$ cat src/rtl/shift_pkg.sv
// Shared types and constants for the multi-cycle logical left shifter.
package shift_pkg;

  typedef enum logic [1:0] {
    S_IDLE,
    S_SHIFT,
    S_DONE
  } shift_state_t;

  localparam int SHAMT_W = 5;
  localparam int STAGES  = 5;

  // Stage k shifts by 16, 8, 4, 2, 1 for k = 0..4.
  function automatic logic [SHAMT_W-1:0] stage_amount(input logic [2:0] k);
    return 5'd16 >> k;
  endfunction

endpackage

$ cat src/rtl/sll_stage.sv
// One conditional power-of-two left-shift stage; the top reuses it every cycle.
module sll_stage
  import shift_pkg::*;
#(
  parameter int N = 32
) (
  input  logic [N-1:0] data,
  input  logic         en,
  input  logic [2:0]   k,
  output logic [N-1:0] q
);

  assign q = en ? (data << stage_amount(k)) : data;

endmodule

$ cat src/rtl/shift_left_logical_seq.sv
// Multi-cycle sll: one conditional power-of-two stage per clock (16, 8, 4, 2, 1),
// valid/ready on both sides, fixed five-cycle latency.
module shift_left_logical_seq
  import shift_pkg::*;
#(
  parameter int N = 32
) (
  input  logic         clk,
  input  logic         rst,
  input  logic         in_valid,
  output logic         in_ready,
  input  logic [N-1:0] in,
  input  logic [N-1:0] shamt,
  output logic         out_valid,
  input  logic         out_ready,
  output logic [N-1:0] out,
  output logic         busy
);

  localparam logic [2:0] LAST_K = 3'(STAGES - 1);

  shift_state_t         state_reg;
  logic [2:0]           k_reg;
  logic [N-1:0]         data_reg;
  logic [SHAMT_W-1:0]   amt_reg;
  logic [N-1:0]         stage_q;
  logic                 unused_shamt_hi;

  // Only the low SHAMT_W bits of shamt select the shift; the rest are don't-care.
  assign unused_shamt_hi = ^shamt[N-1:SHAMT_W];

  sll_stage #(.N(N)) u_stage (
    .data (data_reg),
    .en   (amt_reg[LAST_K - k_reg]),
    .k    (k_reg),
    .q    (stage_q)
  );

  assign in_ready  = (state_reg == S_IDLE) || (state_reg == S_DONE && out_ready);
  assign out_valid = (state_reg == S_DONE);
  assign busy      = (state_reg != S_IDLE);
  assign out       = data_reg;

  always_ff @(posedge clk or negedge rst) begin
    if (!rst) begin
      state_reg <= S_IDLE;
      k_reg     <= '0;
      data_reg  <= '0;
      amt_reg   <= '0;
    end else begin
      case (state_reg)
        S_IDLE: begin
          if (in_valid) begin
            data_reg  <= in;
            amt_reg   <= shamt[SHAMT_W-1:0];
            k_reg     <= '0;
            state_reg <= S_SHIFT;
          end
        end
        S_SHIFT: begin
          data_reg <= stage_q;
          // Park k at 0 on leaving so it never indexes past the last stage.
          if (k_reg == LAST_K) begin
            k_reg     <= '0;
            state_reg <= S_DONE;
          end else begin
            k_reg <= k_reg + 3'd1;
          end
        end
        S_DONE: begin
          if (out_ready) begin
            if (in_valid) begin
              data_reg  <= in;
              amt_reg   <= shamt[SHAMT_W-1:0];
              k_reg     <= '0;
              state_reg <= S_SHIFT;
            end else begin
              state_reg <= S_IDLE;
            end
          end
        end
        default: state_reg <= S_IDLE;
      endcase
    end
  end

endmodule

$ cat config.mk
export PLATFORM = sky130hd
export DESIGN_NAME = shift_left_logical_seq
export DESIGN_NICKNAME = d
export VERILOG_FILES = /design/src/rtl/shift_pkg.sv /design/src/rtl/sll_stage.sv /design/src/rtl/shift_left_logical_seq.sv
export SDC_FILE = /design/constraint.sdc
export NUM_CORES = 1
export LEC_CHECK = 0
export BUFFER_PORTS_ARGS = -buffer_cell sky130_fd_sc_hd__buf_4
export CAP_MARGIN = 15
export CORE_MARGIN = 1
export CORE_UTILIZATION = 25
export CTS_CLUSTER_DIAMETER = 50
export DETAILED_ROUTE_END_ITERATION = 16
export PLACE_DENSITY = 0.55
export SETUP_SLACK_MARGIN = 0.1
export SYNTH_ARGS = -nofsm -noshare
export SYNTH_HDL_FRONTEND = slang
export SYNTH_SLANG_ARGS = --single-unit
$ cat constraint.sdc
create_clock -name clk -period 2.97 [get_ports clk]
set_input_delay 0.7425 -clock clk [delete_from_list [all_inputs] [get_ports clk]]
set_output_delay 0.7425 -clock clk [all_outputs]
set_load 0.1 [all_outputs]
# Word level (Yosys, flattened, before mapping)
# Cells that the tools add are included.
# totals
latch_bits	0
output_inout_bits	35
romBits	0
mem_bits_rw	0
wordCells	44
n_memories	0
regBits	42
in_bits	68
# classes
n_lt_le_gt_ge	1
bitwise	0
n_div	0
multipliers	0
eq_ne	7
n_reduce_logical	10
muxes	18
shifts	2
addsub	2
# op_table
cell	count
32-bit 2-to-1 mux	3
32-bit case mux with 3 select lines	1
32-bit by 5-bit left shift with 32-bit output	1
5-bit 2-to-1 mux	2
5-bit case mux with 2 select lines	1
3-bit 2-to-1 mux	3
3-bit case mux with 3 select lines	1
2-bit 2-to-1 mux	3
2-bit case mux with 3 select lines	1
3-bit AND reduction	2
5-bit by 3-bit >> shifter with 5-bit output, first input constant	1
3-bit by 4-bit < comparator with 1-bit output, second input constant	1
2-bit by 1-bit inequality test with 1-bit output, second input constant	2
2-bit inequality test, second input constant	2
2-bit AND reduction	2
2-bit nonzero test	2
3-bit by 1-bit adder with 3-bit output, second input constant	1
1-bit binary-select mux with 3-bit select	1
3-bit == test, second input constant	1
3-bit nonzero test	1
3-bit subtractor, first input constant	1
2-bit by 1-bit == test with 1-bit output, second input constant	1
2-bit == test, second input constant	1
2-bit zero test	1
other kinds (3)	4

# Depth between registers and ports, before layout
# depth
ltp_word	5
ltp_mapped	11
ltp_nobuf	8

# Cells and area by module
# From an unflattened synthesis, not the netlist that was laid out.
# unflattened
cells_unflattened	466
hier_area_um2	4277.9
# by_module_without_submodules
module	cells_each	area_per_inst_um2	instances	seq_area_each_um2
shift_left_logical_seq	152	2376.0	1	1051.0
sll_stage	314	1901.8	1	0.0

# Worst setup path after synthesis
# No wires, ideal clock.
# synth_path
path_type	in2out
start	input out_ready
end	output in_ready
path_slack_ns	0.194
arrival_ns	2.034
stages	2
n_path_buf	0
t_required_ns	2.227
cell_sequence	nor2_1 nor2_1
# synth_between
elab_chain_len	2
# synth_rtl
element	line	text
from (decl)	shift_left_logical_seq.sv:15	input logic out_ready,
1-bit logical AND	shift_left_logical_seq.sv:39	assign in_ready = (state_reg == S_IDLE) || (state_reg == S_DONE && out_ready);
1-bit logical OR	shift_left_logical_seq.sv:39	
to (decl)	shift_left_logical_seq.sv:11	output logic in_ready,
# No other way between the ends.

# Worst setup path after layout
# layout_path
start	register k_reg[1]
end	register data_reg[13], in the netlist out[13]
# layout_between
elab_chain_len	5
elab_cells_between_ends	9
cone_classes	add/sub: 1; eq/ne: 1; shift: 2; mux: 4; reduce/logical: 1
# layout_rtl
element	line	text
from (decl)	shift_left_logical_seq.sv:23	logic [2:0] k_reg;
from (signal assigned)	shift_left_logical_seq.sv:67	k_reg <= k_reg + 3'd1;
3-bit subtractor	shift_left_logical_seq.sv:34	.en (amt_reg[LAST_K - k_reg]),
1-bit binary-select mux with 3-bit select	shift_left_logical_seq.sv:34	
1-bit 2-to-1 mux (not written as such)	shift_left_logical_seq.sv:34	
2-bit by 1-bit inequality test with 1-bit output (no line)	-	
3-bit AND reduction (no line)	-	
to (signal assigned)	shift_left_logical_seq.sv:54	data_reg <= in;
to (signal assigned)	shift_left_logical_seq.sv:61	data_reg <= stage_q;
to (signal assigned)	shift_left_logical_seq.sv:73	data_reg <= in;
to (decl)	shift_left_logical_seq.sv:24	logic [N-1:0] data_reg;
# Parallel ways exist; a longest one is shown, timed or not. The select of a mux whose other input is x is not followed.
# A chain may end at the register's enable or synchronous reset.

==> impl_metrics.csv <==
group,metric,value,unit
cts,clkTransAtPathRegs,0.07,ns
grt,initial_antenna_violation_count,0,
logic_synthesis,yosysWarnings,0,
cts,cts.repair.resized,0,
critical_path,critPathArrivalTime,2.93,ns
critical_path,timing.setup.critical_path_class,"reg2reg",
floorplan,floorplan.die.width,126,um
cts,htree_levels,2,
sta,slew_headroom,61.9,%
logic_synthesis,post_synth_main_area_contributors,"sky130_fd_sc_hd__dfrtp_1 (28%), sky130_fd_sc_hd__mux4_2 (8.8%), sky130_fd_sc_hd__mux2i_1 (8.7%)",
placement,gp_congestion,0.876,
critical_path,worstPathRequired,3.15,ns
detailed_routing,route.final.wire_length,14600,um
sta,report.final.setup_viol,0,
sta,final-hold-violation-count,0,
logic_synthesis,synthDominantAreaCellType,"sky130_fd_sc_hd__dfrtp_1",
cells_and_area,multi_input_comb_area,2560,sq um
placement,hpwl,11100,um
logic_synthesis,number_of_synthesized_flops_with_an_enable_pin,0,
floorplan,placeableCoreArea,14700,sq um
grt,overflow,0,
logic_synthesis,seq_area_frac_synth,27.5,%
detailed_routing,initialDrtViolationCount,353,
sta,layout_worst_path_cycle_share,92.7,%
grt,grt_max_degree,60,
cts,cts_root_buf,"sky130_fd_sc_hd__clkbuf_16",
cells_and_area,fin_area,4910,sq um
placement,placement.cell_area,4730,sq um
cts,clock_latency_on_the_worst_skew_pair,0.30,ns
logic_synthesis,synth.lib_cells_used.distinct,58,
outcome,violations_in_the_final_reports,"design-rule violations",
job,max_capacitance_violation_count,0,
sta,setup_repair_after_global_routing_missed_its_margin,"no",
detailed_routing,num_vias,3882,
cts,numCtsBuffers,5,
critical_path,worst_path_max_delay_cell,"sky130_fd_sc_hd__mux4_2",
cells_and_area,largest_reg_flops,32,
cts,hold_buffers,0,
detailed_routing,route.antenna.remaining_nets,0,
sta,period_needed,2.75,ns
sta,worst_clock_skew,0.00837,ns
sta,worstMarginPinSlew,0.571,ns
floorplan,starting_density,26.0,%
logic_synthesis,synth.ff_latch_count,42,
floorplan,fp.dieH,126,um
grt,grt_pass1_wl,22700,um
critical_path,type_of_destination_of_the_critical_path,"flop",
logic_synthesis,synthesis.instances,437,
critical_path,critical_path.startpoint_type,"flop",
critical_path,critical_path.max_stage_delay,0.48,ns
cells_and_area,area.sequential,1050,sq um
cells_and_area,drive_above_1_share,31.0,%
cts,numClockSinks,42,
detailed_routing,routedWlPerCell,20.9,um
floorplan,number_of_i_o_pins,103,
grt,vias_in_the_first_global_route,3868,
floorplan,die-area,15800,sq um
cts,cts.repair_timing.setup_buffer_count,0,
logic_synthesis,synth_most_common_cell,"sky130_fd_sc_hd__nor2_1",
outcome,status,"complete, but fails checks",
cts,clk_path_buf_depth,2,
logic_synthesis,netlist_area,3820,sq um
cells_and_area,num_antenna_cells,0,
placement,buffer_ports.inserted,75,
cells_and_area,final.fill_count,1526,
detailed_routing,drt-vias-per-instance,5.55,
grt,globalRouteTotalUtil,18.8,%
logic_synthesis,mean_post_synth_cell_area,8.74,sq um
logic_synthesis,synth_largest_type_area_fraction,27.5,%
logic_synthesis,synth_top_cells_by_count,"sky130_fd_sc_hd__nor2_1 (51), sky130_fd_sc_hd__dfrtp_1 (42), sky130_fd_sc_hd__nand2_1 (42)",
hold_path,hold_path_class,"in2async",
logic_synthesis,synth.net_count,513,
floorplan,placementRows,44,
detailed_routing,drt_pass1_iterations,14,
detailed_routing,drcViolationCount,5,
sta,fin_setup_tns,0,ns
critical_path,critical_path_peak_fanout,14,
cts,tritoncts,"done",
logic_synthesis,proportion_of_register_bits_with_asynchronous_set_or_reset_after_synthesis,100,%
cells_and_area,synthToLayoutAreaGrowth,28.6,%
critical_path,list_of_cells_traversed_by_the_critical_path,"inv_1, ha_1, ha_2, buf_12, mux2_1, mux4_2, mux2i_2, buf_4, a2bb2oi_1, a21oi_1",
sta,final-max-slew-violation-count,0,
sta,achievable-frequency,363,MHz
cells_and_area,final_net_count,591,
logic_synthesis,synth_flop_cell,"sky130_fd_sc_hd__dfrtp_1",
-- worst max-delay path: cells and delay by family, from the launching register on --
| family | cells | cell delay, ns |
|---|---|---|
| buffers and inverters | 3 | 0.42 |
| AOI/OAI and AO/OA | 2 | 0.23 |
| adders and majority gates | 2 | 0.45 |
| muxes | 3 | 1.10 |
| DFF | 1 | 0.42 |
-- layout make-up --
class | count | area share, %
clock buffer | 5 | 2.55
clock inverter | 3 | 0.917
inverter | 7 | 0.535
multi-input combinational | 349 | 52.1
sequential | 42 | 21.4
tap | 184 | 4.69
timing repair buffer | 110 | 17.8
-- layout by cell type (no fill, tap or decap), drive strengths merged, types with 2 or more instances in the layout --
cell      count
nor3         13
nor4          4
nand2b        7
o221ai        2
o211ai        8
a32oi        10
o31ai         6
a22oi         7
nand4         2
o2bb2ai       2
dfrtp        42
nor3b         3
mux2         19
a31oi        17
nand3         9
nor2         51
a21oi        26
and2          2
mux2i        33
or3b          2
nand3b        3
o21a          3
a2bb2oi       4
inv           7
clkinvlp      2
and3          6
ha            8
o22ai         5
or3           3
mux4         15
o32a          2
nor2b         6
nand2        42
clkbuf        5
a22o          2
buf         110
a211oi        3
o21ai        10
-- routing by layer --
| layer | vias up | wire [um] | global-route usage, % |
|---|---|---|---|
| li1 | 1827 | - | - |
| met1 | 1885 | 6730 | 25.6 |
| met2 | 152 | 6570 | 28.9 |
| met3 | 18 | 1020 | 4.75 |
| met4 | 0 | 299 | 6.10 |
| met5 | - | 0 | 0 |
-- cell families (layout without fill, tap and decap cells) --
family          Yosys count  after routing  share of synthesized area, %
simple gates            156            156                          19.2
compound gates          118            118                          21.3
mux                      67             67                          23.5
buf+inv                  46            125                          5.80
flops                    42             42                          27.5
fa+ha+maj                 8              8                          2.62
-- path summary, 6_finish.rpt --
path	startpoint	to	slack [ns]	cells after the start
setup reg to reg	k_reg[1]	out[13]	0.22	10
hold reg to reg	amt_reg[2]	amt_reg[2]	0.48	2
setup / recovery	k_reg[1]	out[13]	0.22	10
min in group clk	amt_reg[2]	amt_reg[2]	0.48	2
hold / removal	rst	out[21]	0.44	1
max in group asynchronous	rst	out[1]	2.15	1
-- per-stage QoR --
stage	utilization (%)	hold slack, ns	setup slack, ns	cells
6_report	33.4	0.441	0.218	700
5_1_grt	33.4	0.489	0.111	700
4_1_cts	33.4	0.466	0.167	700
3_5_place_dp	32.2	0.466	0.184	692
3_3_place_gp	32.2	0.462	0.216	692
2_1_floorplan	-	0.440	0.194	437
Power is not shown: default switching activity piles up to over one toggle a cycle in this logic, so the estimate is an artifact.
